--- src/rtl/jts16_mixer_n_pkg.sv ---
// jts16_mix_pkg: rank constants, special addresses/colours and layer field geometry for the mixer
package jts16_mix_pkg;
    localparam logic [3:0]  RK_FIX_HI  = 4'd14;
    localparam logic [3:0]  RK_FIX_LO  = 4'd6;
    localparam int          RK_SCR_HI  = 12;
    localparam int          RK_SCR_LO  = 4;
    localparam logic [10:0] BACKDROP   = 11'h400;
    localparam logic [3:0]  SHADOW_COL = 4'hE;
    localparam int          SCR_W      = 11;
    localparam int          CHAR_W     = 7;
    localparam int          OBJ_W      = 12;

    function automatic logic [3:0] scr_rank(input logic prio, input int i);
        return prio ? 4'(RK_SCR_HI - 2 * i) : 4'(RK_SCR_LO - i);
    endfunction
endpackage

--- src/rtl/jts16_mixer_n_if.sv ---
// jts16_mixer_n_if: pixel inputs, mixed output and statistics port of the layer mixer
interface jts16_mixer_n_if #(parameter int NSCR = 2);
    logic                  pxl_cen;
    logic                  lvbl;
    logic [6:0]            char_pxl;
    logic [NSCR*11-1:0]    scr_pxl;
    logic [11:0]           obj_pxl;
    logic                  set_fix;
    logic [NSCR+1:0]       gfx_en;
    logic [10:0]           pal_addr;
    logic                  shadow;
    logic [NSCR+1:0]       sel;
    logic [7:0]            st_addr;
    logic [7:0]            st_dout;

    modport master(output pxl_cen, lvbl, char_pxl, scr_pxl, obj_pxl, set_fix, gfx_en, st_addr,
                   input pal_addr, shadow, sel, st_dout);
    modport slave(input pxl_cen, lvbl, char_pxl, scr_pxl, obj_pxl, set_fix, gfx_en, st_addr,
                  output pal_addr, shadow, sel, st_dout);
endinterface

--- src/rtl/jts16_mixer_stats.sv ---
// jts16_mixer_stats: per-frame saturating winner counters latched on the lvbl falling edge
module jts16_mixer_stats import jts16_mix_pkg::*; #(
    parameter int NSCR = 2,
    parameter int CNTW = 17
) (
    input  logic            clk,
    input  logic            rst,
    input  logic            cen_i,
    input  logic            lvbl_i,
    input  logic [NSCR+1:0] sel_i,
    input  logic [7:0]      st_addr_i,
    output logic [7:0]      st_dout_o
);
    localparam int NC = NSCR + 3;
    logic [CNTW-1:0] live_q [NC];
    logic [CNTW-1:0] live_d [NC];
    logic [CNTW-1:0] lat_q  [NC];
    logic            lvbl_q;
    logic            fall;
    logic [2:0]      idx;
    logic [31:0]     word;

    assign fall = lvbl_q & ~lvbl_i;

    // backdrop owns the last counter
    always_comb begin
        idx = 3'(NC - 1);
        for (int i = 0; i < NSCR + 2; i++) idx = sel_i[i] ? 3'(i) : idx;
        for (int c = 0; c < NC; c++)
            live_d[c] = (cen_i && lvbl_i && idx == 3'(c) && !(&live_q[c])) ? live_q[c] + CNTW'(1) : live_q[c];
    end

    always_ff @(posedge clk) begin
        if (rst) begin
            lvbl_q <= 1'b0;
            for (int c = 0; c < NC; c++) begin
                live_q[c] <= '0;
                lat_q[c]  <= '0;
            end
        end else begin
            lvbl_q <= lvbl_i;
            for (int c = 0; c < NC; c++) begin
                live_q[c] <= fall ? '0 : live_d[c];
                if (fall) lat_q[c] <= live_d[c];
            end
        end
    end

    always_comb begin
        word = '0;
        for (int c = 0; c < NC; c++) word = (st_addr_i[7:2] == 6'(c)) ? 32'(lat_q[c]) : word;
        st_dout_o = word[{st_addr_i[1:0], 3'b000} +: 8];
    end
endmodule

--- src/rtl/jts16_mixer_n.sv ---
// jts16_mixer_n: two-stage fix/obj/scroll priority mixer with optional output delay and winner stats
module jts16_mixer_n import jts16_mix_pkg::*; #(
    parameter int NSCR  = 2,
    parameter int EXTRA = 0,
    parameter int CNTW  = 17
) (
    input logic             clk,
    input logic             rst,
    jts16_mixer_n_if.slave  mix_if
);
    localparam int NL = NSCR + 2;
    localparam int OW = 11 + 1 + NL;

    logic [CHAR_W-1:0]      char_q;
    logic [NSCR*SCR_W-1:0]  scr_q;
    logic [OBJ_W-1:0]       obj_q;
    logic                   set_fix_q;
    logic [NL-1:0]          gfx_en_q;
    logic [OW-1:0]          dly_q [EXTRA+1];
    logic [3:0]             rank [NL];
    logic [10:0]            addr [NL];
    logic [NL-1:0]          opq;
    logic [3:0]             win_rk;
    logic [10:0]            win_addr;
    logic [NL-1:0]          win_sel;
    logic                   shd;

    always_comb begin
        rank[0] = (char_q[6] | set_fix_q) ? RK_FIX_HI : RK_FIX_LO;
        addr[0] = {1'b1, 4'd0, char_q[5:0]};
        opq[0]  = gfx_en_q[0] & (|char_q[2:0]);
        rank[1] = {obj_q[11:10], 2'b01};
        addr[1] = {1'b0, obj_q[9:0]};
        opq[1]  = gfx_en_q[1] & (|obj_q[3:0]) & (obj_q[3:0] != SHADOW_COL);
        for (int i = 0; i < NSCR; i++) begin
            rank[i+2] = scr_rank(scr_q[SCR_W*i+10], i);
            addr[i+2] = {1'b1, scr_q[SCR_W*i +: 10]};
            opq[i+2]  = gfx_en_q[i+2] & (|scr_q[SCR_W*i +: 3]);
        end
    end

    // strict compare walking up the index keeps the lowest index on ties
    always_comb begin
        win_rk   = '0;
        win_addr = BACKDROP;
        win_sel  = '0;
        for (int i = 0; i < NL; i++) begin
            if (opq[i] && rank[i] > win_rk) begin
                win_rk     = rank[i];
                win_addr   = addr[i];
                win_sel    = '0;
                win_sel[i] = 1'b1;
            end
        end
        shd = gfx_en_q[1] && (obj_q[3:0] == SHADOW_COL) && (rank[1] > win_rk);
    end

    always_ff @(posedge clk) begin
        if (rst) begin
            char_q    <= '0;
            scr_q     <= '0;
            obj_q     <= '0;
            set_fix_q <= 1'b0;
            gfx_en_q  <= '0;
            for (int k = 0; k <= EXTRA; k++) dly_q[k] <= '0;
        end else if (mix_if.pxl_cen) begin
            char_q    <= mix_if.char_pxl;
            scr_q     <= mix_if.scr_pxl;
            obj_q     <= mix_if.obj_pxl;
            set_fix_q <= mix_if.set_fix;
            gfx_en_q  <= mix_if.gfx_en;
            dly_q[0]  <= {win_addr, shd, win_sel};
            for (int k = 1; k <= EXTRA; k++) dly_q[k] <= dly_q[k-1];
        end
    end

    assign {mix_if.pal_addr, mix_if.shadow, mix_if.sel} = dly_q[EXTRA];

    jts16_mixer_stats #(.NSCR(NSCR), .CNTW(CNTW)) u_stats (
        .clk       (clk),
        .rst       (rst),
        .cen_i     (mix_if.pxl_cen),
        .lvbl_i    (mix_if.lvbl),
        .sel_i     (dly_q[0][NL-1:0]),
        .st_addr_i (mix_if.st_addr),
        .st_dout_o (mix_if.st_dout)
    );
endmodule

--- src/flat_wrapper.sv ---
// flat-port wrapper written by rule: the top's interface ports become plain ports
module jts16_mixer_n_flat import jts16_mix_pkg::*;
#(
    parameter int NSCR  = 2,
    parameter int EXTRA = 0,
    parameter int CNTW  = 17
)
  (clk, rst, mix_if_pxl_cen, mix_if_lvbl, mix_if_char_pxl, mix_if_scr_pxl, mix_if_obj_pxl, mix_if_set_fix, mix_if_gfx_en, mix_if_st_addr, mix_if_pal_addr, mix_if_shadow, mix_if_sel, mix_if_st_dout);
  jts16_mixer_n_if #(.NSCR(NSCR)) mix_if_i ();
  input logic clk;
  input logic rst;
  input wire logic [$bits(mix_if_i.pxl_cen)-1:0] mix_if_pxl_cen;
  input wire logic [$bits(mix_if_i.lvbl)-1:0] mix_if_lvbl;
  input wire logic [$bits(mix_if_i.char_pxl)-1:0] mix_if_char_pxl;
  input wire logic [$bits(mix_if_i.scr_pxl)-1:0] mix_if_scr_pxl;
  input wire logic [$bits(mix_if_i.obj_pxl)-1:0] mix_if_obj_pxl;
  input wire logic [$bits(mix_if_i.set_fix)-1:0] mix_if_set_fix;
  input wire logic [$bits(mix_if_i.gfx_en)-1:0] mix_if_gfx_en;
  input wire logic [$bits(mix_if_i.st_addr)-1:0] mix_if_st_addr;
  output wire logic [$bits(mix_if_i.pal_addr)-1:0] mix_if_pal_addr;
  output wire logic [$bits(mix_if_i.shadow)-1:0] mix_if_shadow;
  output wire logic [$bits(mix_if_i.sel)-1:0] mix_if_sel;
  output wire logic [$bits(mix_if_i.st_dout)-1:0] mix_if_st_dout;
  assign mix_if_i.pxl_cen = mix_if_pxl_cen;
  assign mix_if_i.lvbl = mix_if_lvbl;
  assign mix_if_i.char_pxl = mix_if_char_pxl;
  assign mix_if_i.scr_pxl = mix_if_scr_pxl;
  assign mix_if_i.obj_pxl = mix_if_obj_pxl;
  assign mix_if_i.set_fix = mix_if_set_fix;
  assign mix_if_i.gfx_en = mix_if_gfx_en;
  assign mix_if_i.st_addr = mix_if_st_addr;
  assign mix_if_pal_addr = mix_if_i.pal_addr;
  assign mix_if_shadow = mix_if_i.shadow;
  assign mix_if_sel = mix_if_i.sel;
  assign mix_if_st_dout = mix_if_i.st_dout;
  jts16_mixer_n #(.NSCR(NSCR), .EXTRA(EXTRA), .CNTW(CNTW)) u_core (.clk(clk), .rst(rst), .mix_if(mix_if_i));
endmodule
--- config.mk ---
export PLATFORM = sky130hd
export DESIGN_NAME = jts16_mixer_n_flat
export DESIGN_NICKNAME = d
export VERILOG_FILES = /design/src/rtl/jts16_mixer_n_pkg.sv /design/src/rtl/jts16_mixer_n_if.sv /design/src/rtl/jts16_mixer_stats.sv /design/src/rtl/jts16_mixer_n.sv /design/src/flat_wrapper.sv
export SDC_FILE = /design/constraint.sdc
export NUM_CORES = 1
export LEC_CHECK = 0
export CAP_MARGIN = 0
export CORE_MARGIN = 3
export CORE_UTILIZATION = 50
export DETAILED_ROUTE_END_ITERATION = 10
export PLACE_DENSITY = 0.7
export SLEW_MARGIN = 20
export SYNTH_ARGS = -nofsm -noshare
export SYNTH_HDL_FRONTEND = slang
export SYNTH_SLANG_ARGS = --single-unit
--- constraint.sdc ---
create_clock -name clk -period 13.6 [get_ports clk]
set_input_delay 3.4 -clock clk [delete_from_list [all_inputs] [get_ports clk]]
set_output_delay 3.4 -clock clk [all_outputs]
set_load 0.02 [all_outputs]
* Yosys cells after proc, flatten, opt, wreduce, memory -nomap -nowiden
Memory sizes are Yosys's and may differ from the RTL's.
Cells that the tools add are included.
** Word-level totals
- Register bits after elaboration :: 47
- Memory bits (writable) :: 186
- Word-level logic and storage cells :: 137
- Memories kept :: 3
** Cells by class
- Add/subtract/negate cells :: 5
- $lt $le $gt $ge :: 5
- Equality and inequality tests :: 10
- Shift-type cells :: 1
- Mux-type cells :: 55
- Bitwise gates (word level) :: 18
- Reduce and logical (&&, ||, !) cells :: 34
** Memory list
- u_core.u_stats.lat_q :: depth 5, width 17, rd ports 5, clocked after memory_dff 0, wr ports 5, line jts16_mixer_stats.sv:17 : logic [CNTW-1:0] lat_q [NC];
- u_core.u_stats.live_q :: depth 5, width 17, rd ports 5, clocked after memory_dff 0, wr ports 5, line jts16_mixer_stats.sv:15 : logic [CNTW-1:0] live_q [NC];
- u_core.dly_q :: depth 1, width 16, rd ports 1, clocked after memory_dff 0, wr ports 1, line jts16_mixer_n.sv:19 : logic [OW-1:0] dly_q [EXTRA+1];
** Operators by type and width (number)
- 17-bit 2-to-1 mux :: 25
- 17-bit by 1-bit adder with 17-bit output (second input constant) :: 5
- 17-bit AND reduction :: 5
- 11-bit 2-to-1 mux :: 3
- 4-bit 2-to-1 mux :: 8
- 32-bit by 6-bit variable part select with 8-bit output :: 1
- 1-bit logical AND :: 17
- 4-bit > comparator :: 4
- 16-bit 2-to-1 mux :: 1
- 16-bit OR reduction :: 1
- 3-bit 2-to-1 mux :: 5
- 6-bit by 2-bit equality test with 1-bit output (second input constant) :: 2
- 1-bit 2-to-1 mux :: 11
- 1-bit OR :: 11
- 3-bit OR reduction :: 3
- 1-bit AND :: 6
- 3-bit by 2-bit equality test with 1-bit output (second input constant) :: 2
- 6-bit by 1-bit equality test with 1-bit output (second input constant) :: 1
- 6-bit by 3-bit equality test with 1-bit output (second input constant) :: 1
- 6-bit logical NOT :: 1
- 6-bit 2-to-1 mux :: 1
- 1-bit logical NOT :: 5
- 4-bit equality test (second input constant) :: 1
- 4-bit by 1-bit > comparator with 1-bit output (second input constant) :: 1
- 7 further kinds :: 7

* Logic depth before layout (Yosys ltp)
Gate-level depths: netlist of the first run.
- Word-level depth :: 17
- Mapped depth :: 16
- Mapped depth without buffers :: 15

* Cells and area by module
A second synthesis of the first run with hierarchy kept.
** Unflattened totals
- Cell total of the unflattened synthesis :: 1012
- Area total of the unflattened synthesis :: 10657.7 µm²
** Modules (own cells, without submodules)
- jts16_mixer_stats :: times used 1, cells each 730, area each 7788.7 µm², seq. area each 4274.1 µm²
- jts16_mixer_n :: times used 1, cells each 282, area each 2869.0 µm², seq. area each 1401.3 µm²

* Worst setup path before layout of the first run
No wires, ideal clock.
- Path type :: input -> output
- Start point :: input mix_if_st_addr[7]
- End point :: output mix_if_st_dout[2]
- Data arrival time :: 5.046 ns
- Data required time :: 10.200 ns
- Setup slack :: 5.154 ns
- Cell stages on the path :: 4
- Cells stage by stage :: nor4_1 -> clkbuf_1 -> a22oi_1 -> a211oi_1
** On the way
- Word-level cells in the longest chain between the ends :: 7
- Elaborated cells between the ends (all ways) :: 11
- Those cells by class :: 4 x eq/ne; 1 x shift; 5 x mux; 1 x reduce/logical
** RTL lines
- start: declaration :: line flat_wrapper.sv:19 : input wire logic [$bits(mix_if_i.st_addr)-1:0] mix_if_st_addr;
- 6-bit logical NOT :: line jts16_mixer_stats.sv:51 : for (int c = 0; c < NC; c++) word = (st_addr_i[7:2] == 6'(c)) ? 32'(lat_q[c]) : word;
- 17-bit 2-to-1 mux (4 in a row) :: line jts16_mixer_stats.sv:51
- 17-bit 2-to-1 mux * :: line jts16_mixer_stats.sv:51
- 32-bit by 6-bit variable part select with 8-bit output * :: line jts16_mixer_stats.sv:52 : st_dout_o = word[{st_addr_i[1:0], 3'b000} +: 8];
- end: declaration :: line flat_wrapper.sv:23 : output wire logic [$bits(mix_if_i.st_dout)-1:0] mix_if_st_dout;
Mark *: on every way between the ends. The rest lies on a longest branch, timed or not.

* Final worst setup path of the first run
- Start point :: input mix_if_st_addr[3]
- End point :: output mix_if_st_dout[2]
Same word-level chain as after synthesis.

==> flow_metrics.py, run 1 <==
metrics = {
    "placement": {
        "io_buffers": 81,
        "place_area_mm2": 0.0113,
        "routabilityCongestion": 0.897,
        "dp_slack_ns": 4.16,
        "dp_hpwl_um": 16100,
    },
    "synth": {
        "synth_most_common_cell": "nor2_1",
        "yosys.area.top_type": "edfxtp_1",
        "synth_compound_area_frac": 0.0657,
        "synth_edf_count": 101,
        "synth.distinct_cells": 61,
        "synth_area_leaders": "edfxtp_1, dfxtp_1, nor2_1",
        "synth_mux_area_frac": 0.0938,
        "ys.warnings.count": 0,
        "ys_seq_elements": 233,
        "synth_fp_nets": 1028,
        "synth_area_mm2": 0.0103,
        "async_reset_ff_frac": 0,
        "synth_top_family_by_area": "simple AND/OR/NAND/NOR gates",
        "avgSynthCellArea_um2": 10.8,
        "synth_cells": 955,
        "synth_simple_gate_area_frac": 0.184,
        "synth_top_area_share": 0.295,
        "synth_common_cells": "nor2_1, dfxtp_1, edfxtp_1, mux2i_1, nand2_1",
        "yosysSeqAreaShare": 0.553,
        "yosys.area_share.adder": 0.0183,
        "synth_xor_area_frac": 0.0640,
        "ys.flop_type": "dfxtp_1",
    },
    "power_and_ir_drop": {
        "p_per_area_mw_per_mm2": 125,
        "intPower_uw": 1180,
        "ir_worst_vdd_mv": 0.0824,
        "clock_power_share": 0.424,
        "pwr-share-comb": 0.068,
        "switching_share": 0.221,
        "power_frac_seq": 0.508,
        "p_leak_uw": 0.00436,
        "power.switching_uw": 333,
    },
    "routing": {
        "drc": 0,
        "antenna_left": 0,
        "routedWlPerCell_um": 17.4,
        "wl_um": 22700,
        "first_pass_iters": 5,
        "drtIter0Drc": 523,
        "via_per_inst": 5.42,
        "num_vias": 7063,
    },
    "floorplanning": {
        "start_util": 0.517,
        "fp.dieW_um": 149,
        "dieArea_mm2": 0.0223,
        "die_h_um": 149,
        "core_area_mm2": 0.0198,
        "boundaryPins": 82,
        "num_rows": 51,
    },
    "critical_path": {
        "worstReg2RegStart": "u_core.char_q[0]$_SDFFE_PP0P_",
        "crit_path_end_kind": "primary output",
        "critPathMaxStageDelay_ns": 0.81,
        "cp_slowest_cell": "clkdlybuf4s50_1",
        "cp-start-kind": "primary input",
        "crit_chain": "clkdlybuf4s50_1 > nor2_1 > and3_1 > a22oi_1 > a211oi_1 > clkdlybuf4s50_1",
        "path_max_fanout": 20,
        "cp_top_family": "buffers and inverters",
        "crit_start": "mix_if_st_addr[3]",
        "crit_arrival_ns": 6.10,
        "critPathKind": "primary input to primary output",
        "crit_top_cell": "clkdlybuf4s50_1",
        "critical_path_buf_inv_count": 2,
        "cp.required_ns": 10.20,
    },
    "sta": {
        "fin_ws_ns": 4.10,
        "hold_violations": 0,
        "finalSetupViolCount": 0,
        "max_freq_mhz": 105,
        "tightestPinTransition_ns": 0.989,
        "relSlewSlack": 0.341,
        "rsz0062_at_grt": "no",
        "fin_crit_ns": 9.50,
        "period_share": 0.698,
        "tns_ns": 0,
        "maxSlewViolCount": 0,
        "skew_ns": 0.0130,
    },
    "worst_hold_path": {
        "hold_class": "flip-flop to flip-flop",
        "min-delay-start": "u_core.char_q[3]$_SDFFE_PP0P_",
    },
    "clock_tree": {
        "clkLatencyLatePin_ns": 0.51,
        "cts_tree": "yes",
        "cts_setup_buffers": 0,
        "cts_sinks": 233,
        "postCtsHoldBufs": 0,
        "ctsResizeCount": 0,
        "numCtsBuffers": 24,
        "h-tree-depth": 1,
        "clk_pin_slew_ns": 0.06,
        "clock_tree.root_cell": "clkbuf_16",
        "clockBufferDepth": 3,
    },
    "final_layout": {
        "insertedDiodeCount": 0,
        "drive_above_1_share": 0.0712,
        "area_delta_synth_final_pct": 17.5,
        "stdcell_area_mm2": 0.0121,
        "final_nets": 1094,
    },
    "global_route": {
        "antenna_found_initial": 1,
        "grt_max_degree": 93,
        "grt-ovfl-total": 0,
        "grt_pass1_vias": 6903,
        "grt_usage": 0.206,
        "grt_pass1_wl_um": 36600,
    },
    "status": {
        "outcome": "finished clean",
    },
    "run": {
        "max_cap_viol_count": 0,
    },
}
==> metal layers <==
layer,track usage,up-vias,share of wire
met5,0,-,0.00062
li1,-,3504,-
met4,0.0815,2,0.036
met2,0.321,191,0.45
met1,0.284,3321,0.46
met3,0.0444,45,0.056
==> placed cells by master (no fill, tap or decap), types with 6 or more instances in the layout <==
cell and count:
a21oi_1 10, a221oi_1 9, a22o_1 7, and3_1 12
and4_1 6, buf_4 6, clkbuf_1 8, clkbuf_16 26
clkdlybuf4s50_1 80, dfxtp_1 132, edfxtp_1 101, ha_1 15
inv_1 10, mux2i_1 61, mux4_2 13, nand2_1 53
nand3_1 27, nand4_1 22, nor2_1 248, nor3_1 10
nor3b_1 6, o211ai_1 9, o21ai_0 8, xnor2_1 30
xor2_1 45
==> metrics by stage <==
step | hold WS (ns) | util | total power [µW] | std cells
final | 0.495 | 0.608 | 1510 | 1304
after detailed placement | 0.478 | 0.569 | 884 | 1260
after global placement | 0.469 | 0.569 | 883 | 1260
after global routing | 0.531 | 0.608 | 1560 | 1304
after floorplan | 0.453 | - | 840 | 955
after CTS | 0.498 | 0.608 | 1520 | 1304
==> cell families (layout without fill, tap and decap cells) <==
kind of cell	count (synthesis)	after routing
compound gates	85	85
xor+xnor	75	75
fa+ha+maj	15	15
buf+inv	57	141
flops	233	233
mux	79	79
simple gates	411	411
==> tightest hold or removal path: cells and delay by family (launching register included) <==
family / cells / cell delay, ns
multiplexers: 1 / 0.06
flip-flops: 1 / 0.33
AND/OR/NAND/NOR: 1 / 0.07
==> sequential cells by signal, summed over array words and instances (netlist names) <==
name	cells
u_core.u_stats.lat_q	85
u_core.u_stats.live_q	85
u_core.scr_q	22
u_core.dly_q	16
u_core.obj_q	12
u_core.char_q	7
u_core.gfx_en_q	4
u_core.set_fix_q	1
u_core.u_stats.lvbl_q	1
==> path summary, 6_finish.rpt <==
| check | to | slack (ns) | cells after the start |
|---|---|---|---|
| worst max-delay path | mix_if_st_dout[2] | 4.10 | 6 |
| worst min-delay path | u_core.char_q[3]$_SDFFE_PP0P_ | 0.50 | 2 |
| worst max register to register | u_core.dly_q[0][4]$_SDFFCE_PN0P_ | 9.42 | 14 |
| worst min register to register | u_core.char_q[3]$_SDFFE_PP0P_ | 0.50 | 2 |
==> power groups by stage <==
stage	clock network (µW)	logic, µW	registers, µW
finish	641	102	767
global route	680	112	769
CTS	654	103	767
detailed placement	0	102	782
global placement	0	101	782
floorplan	0	62.2	778
==> final cells by class <==
| cell class | instances | area, µm² |
|---|---|---|
| Clock buffer | 36 | 708 |
| Timing Repair Buffer | 87 | 851 |
| Tap cell | 265 | 332 |
| Inverter | 10 | 37.5 |
| Multi-Input combinational cell | 665 | 4400 |
| Sequential cell | 233 | 5680 |
| Fill cell | 1629 | 7780 |
| Clock inverter | 8 | 65.1 |
No activity file was read; power rests on OpenSTA's default activity.
==> run 2, diff against run 1 <==
--- a/config.mk
+++ b/config.mk
@@ -9,7 +9,7 @@
 export CORE_MARGIN = 3
 export CORE_UTILIZATION = 50
 export DETAILED_ROUTE_END_ITERATION = 10
-export PLACE_DENSITY = 0.7
+export PLACE_DENSITY = 0.73
 export SLEW_MARGIN = 20
 export SYNTH_ARGS = -nofsm -noshare
 export SYNTH_HDL_FRONTEND = slang
==> constraint.sdc (replaced) <==
create_clock -name clk -period 7.75 [get_ports clk]
set_input_delay 1.9375 -clock clk [delete_from_list [all_inputs] [get_ports clk]]
set_output_delay 1.9375 -clock clk [all_outputs]
set_load 0.02 [all_outputs]
==> flow_metrics.py, run 2 (synthesis gave the netlist of run 1 again) <==
metrics = {
    "final_layout": {
        "final_nets": 1097,
        "layout_commonest_cell": "nor2_1",
        "fillers": 1625,
        "top_regs": "u_core.u_stats.lat_q x85, u_core.u_stats.live_q x85, u_core.scr_q x22",
        "insertedDiodeCount": 0,
        "area_delta_synth_final_pct": 17.4,
        "multi_input_area_mm2": 0.00439,
        "drive_above_1_share": 0.0777,
        "fin_cells": 1307,
        "stdcell_area_mm2": 0.0121,
        "mostFrequentLayoutCells": "nor2_1, dfxtp_1, edfxtp_1, clkdlybuf4s50_1, mux2i_1",
        "register_area_mm2": 0.00568,
    },
    "clock_tree": {
        "numCtsBuffers": 25,
        "h-tree-depth": 1,
        "clockBufferDepth": 3,
        "clkLatencyLatePin_ns": 0.52,
        "clock_tree.root_cell": "clkbuf_16",
        "cts_sinks": 233,
        "clk_pin_slew_ns": 0.06,
        "cts_setup_buffers": 0,
        "ctsResizeCount": 0,
        "postCtsHoldBufs": 0,
        "cts_tree": "yes",
    },
    "power_and_ir_drop": {
        "ir_worst_vdd_mv": 0.134,
        "p_per_area_mw_per_mm2": 218,
        "p_leak_uw": 0.00436,
    },
    "routing": {
        "via_per_inst": 5.44,
        "wl_um": 22700,
        "antenna_left": 0,
        "first_pass_iters": 6,
        "routedWlPerCell_um": 17.4,
        "drtIter0Drc": 454,
        "drc": 0,
        "num_vias": 7115,
    },
    "sta": {
        "rsz0062_at_grt": "no",
        "skew_ns": 0.0168,
        "fin_crit_ns": 6.76,
        "finalSetupViolCount": 0,
        "hold_violations": 0,
        "period_share": 0.872,
        "max_freq_mhz": 148,
        "relSlewSlack": 0.395,
        "fin_ws_ns": 0.994,
        "tightestPinTransition_ns": 0.908,
        "maxSlewViolCount": 0,
        "tns_ns": 0,
    },
    "global_route": {
        "antenna_found_initial": 1,
        "grt_usage": 0.207,
        "grt_pass1_wl_um": 37000,
        "grt_max_degree": 86,
        "grt_pass1_vias": 7006,
        "grt-ovfl-total": 0,
    },
    "placement": {
        "placedCellCount": 1262,
        "io_buffers": 81,
        "routabilityCongestion": 0.877,
        "place_area_mm2": 0.0113,
        "dp_hpwl_um": 16100,
        "dp_slack_ns": 1.02,
    },
    "critical_path": {
        "cp-start-kind": "primary input",
        "cp.required_ns": 5.81,
        "critical_path_buf_inv_count": 3,
        "crit_arrival_ns": 4.82,
        "crit_chain": "clkdlybuf4s50_1 > buf_4 > nor2_1 > and3_1 > nand2_1 > nand2_1 > a221oi_1 > nor3_1 > clkdlybuf4s50_1",
        "crit_path_end_kind": "primary output",
        "cp_top_family": "buffers and inverters",
        "path_max_fanout": 15,
        "worstReg2RegStart": "u_core.char_q[0]$_SDFFE_PP0P_",
        "critPathKind": "primary input to primary output",
        "cp_slowest_cell": "clkdlybuf4s50_1",
        "critPathMaxStageDelay_ns": 0.75,
        "crit_start": "mix_if_st_addr[2]",
    },
    "floorplanning": {
        "fp.dieW_um": 149,
        "core_area_mm2": 0.0198,
        "start_util": 0.517,
        "boundaryPins": 82,
        "num_rows": 51,
        "die_h_um": 149,
        "dieArea_mm2": 0.0223,
    },
    "status": {
        "outcome": "finished clean",
    },
    "worst_hold_path": {
        "min-delay-start": "u_core.obj_q[5]$_SDFFE_PP0P_",
        "hold_class": "flip-flop to flip-flop",
    },
    "run": {
        "max_cap_viol_count": 0,
    },
}
==> run 2: power breakdown <==
part,switching [µW],internal [µW]
combinational,96.9,83.6
sequential,28.1,1320
clock,466,636
==> run 2: worst min-delay path: cells and delay by family (launching register included) <==
kind	cells	cell delay [ns]
multiplexers	1	0.07
AND/OR/NAND/NOR	1	0.07
flip-flops	1	0.33
==> run 2: path summary, 6_finish.rpt <==
check | end | slack, ns | cells after the start
worst min register to register | u_core.obj_q[5]$_SDFFE_PP0P_ | 0.50 | 2
worst max-delay path | mix_if_st_dout[1] | 0.99 | 9
worst max register to register | u_core.dly_q[0][4]$_SDFFCE_PN0P_ | 3.54 | 15
worst min-delay path | u_core.obj_q[5]$_SDFFE_PP0P_ | 0.50 | 2
==> run 2: layout make-up <==
cell class / instances / area share
clock buffer: 37 / 0.0589
timing repair buffer: 89 / 0.0714
sequential: 233 / 0.471
inverter: 10 / 0.00311
tap: 265 / 0.0275
multi-input combinational: 665 / 0.364
clock inverter: 8 / 0.00425
==> run 2: routing by layer <==
| metal | share of wire | up-vias | track usage |
|---|---|---|---|
| met1 | 0.45 | 3373 | 0.287 |
| met2 | 0.45 | 187 | 0.322 |
| met5 | 0.00057 | - | 0 |
| met4 | 0.034 | 2 | 0.0751 |
| li1 | - | 3508 | - |
| met3 | 0.066 | 45 | 0.0459 |
==> run 2: per-stage QoR <==
| step | util | total power (µW) | hold WS (ns) |
|---|---|---|---|
| 4_1_cts | 0.608 | 2650 | 0.501 |
| 2_1_floorplan | - | 1470 | 0.453 |
| 6_report | 0.608 | 2630 | 0.498 |
| 3_5_place_dp | 0.569 | 1550 | 0.487 |
| 5_1_grt | 0.608 | 2720 | 0.522 |
| 3_3_place_gp | 0.569 | 1550 | 0.470 |
==> run 3, diff against run 2 <==
--- a/config.mk
+++ b/config.mk
@@ -9,6 +9,7 @@
 export CORE_MARGIN = 3
 export CORE_UTILIZATION = 50
 export DETAILED_ROUTE_END_ITERATION = 10
+export HOLD_SLACK_MARGIN = 0.15
 export PLACE_DENSITY = 0.73
 export SLEW_MARGIN = 20
 export SYNTH_ARGS = -nofsm -noshare
==> results of run 3 <==
Same layout as run 2: the final DEF is identical, and so are final timing and power.
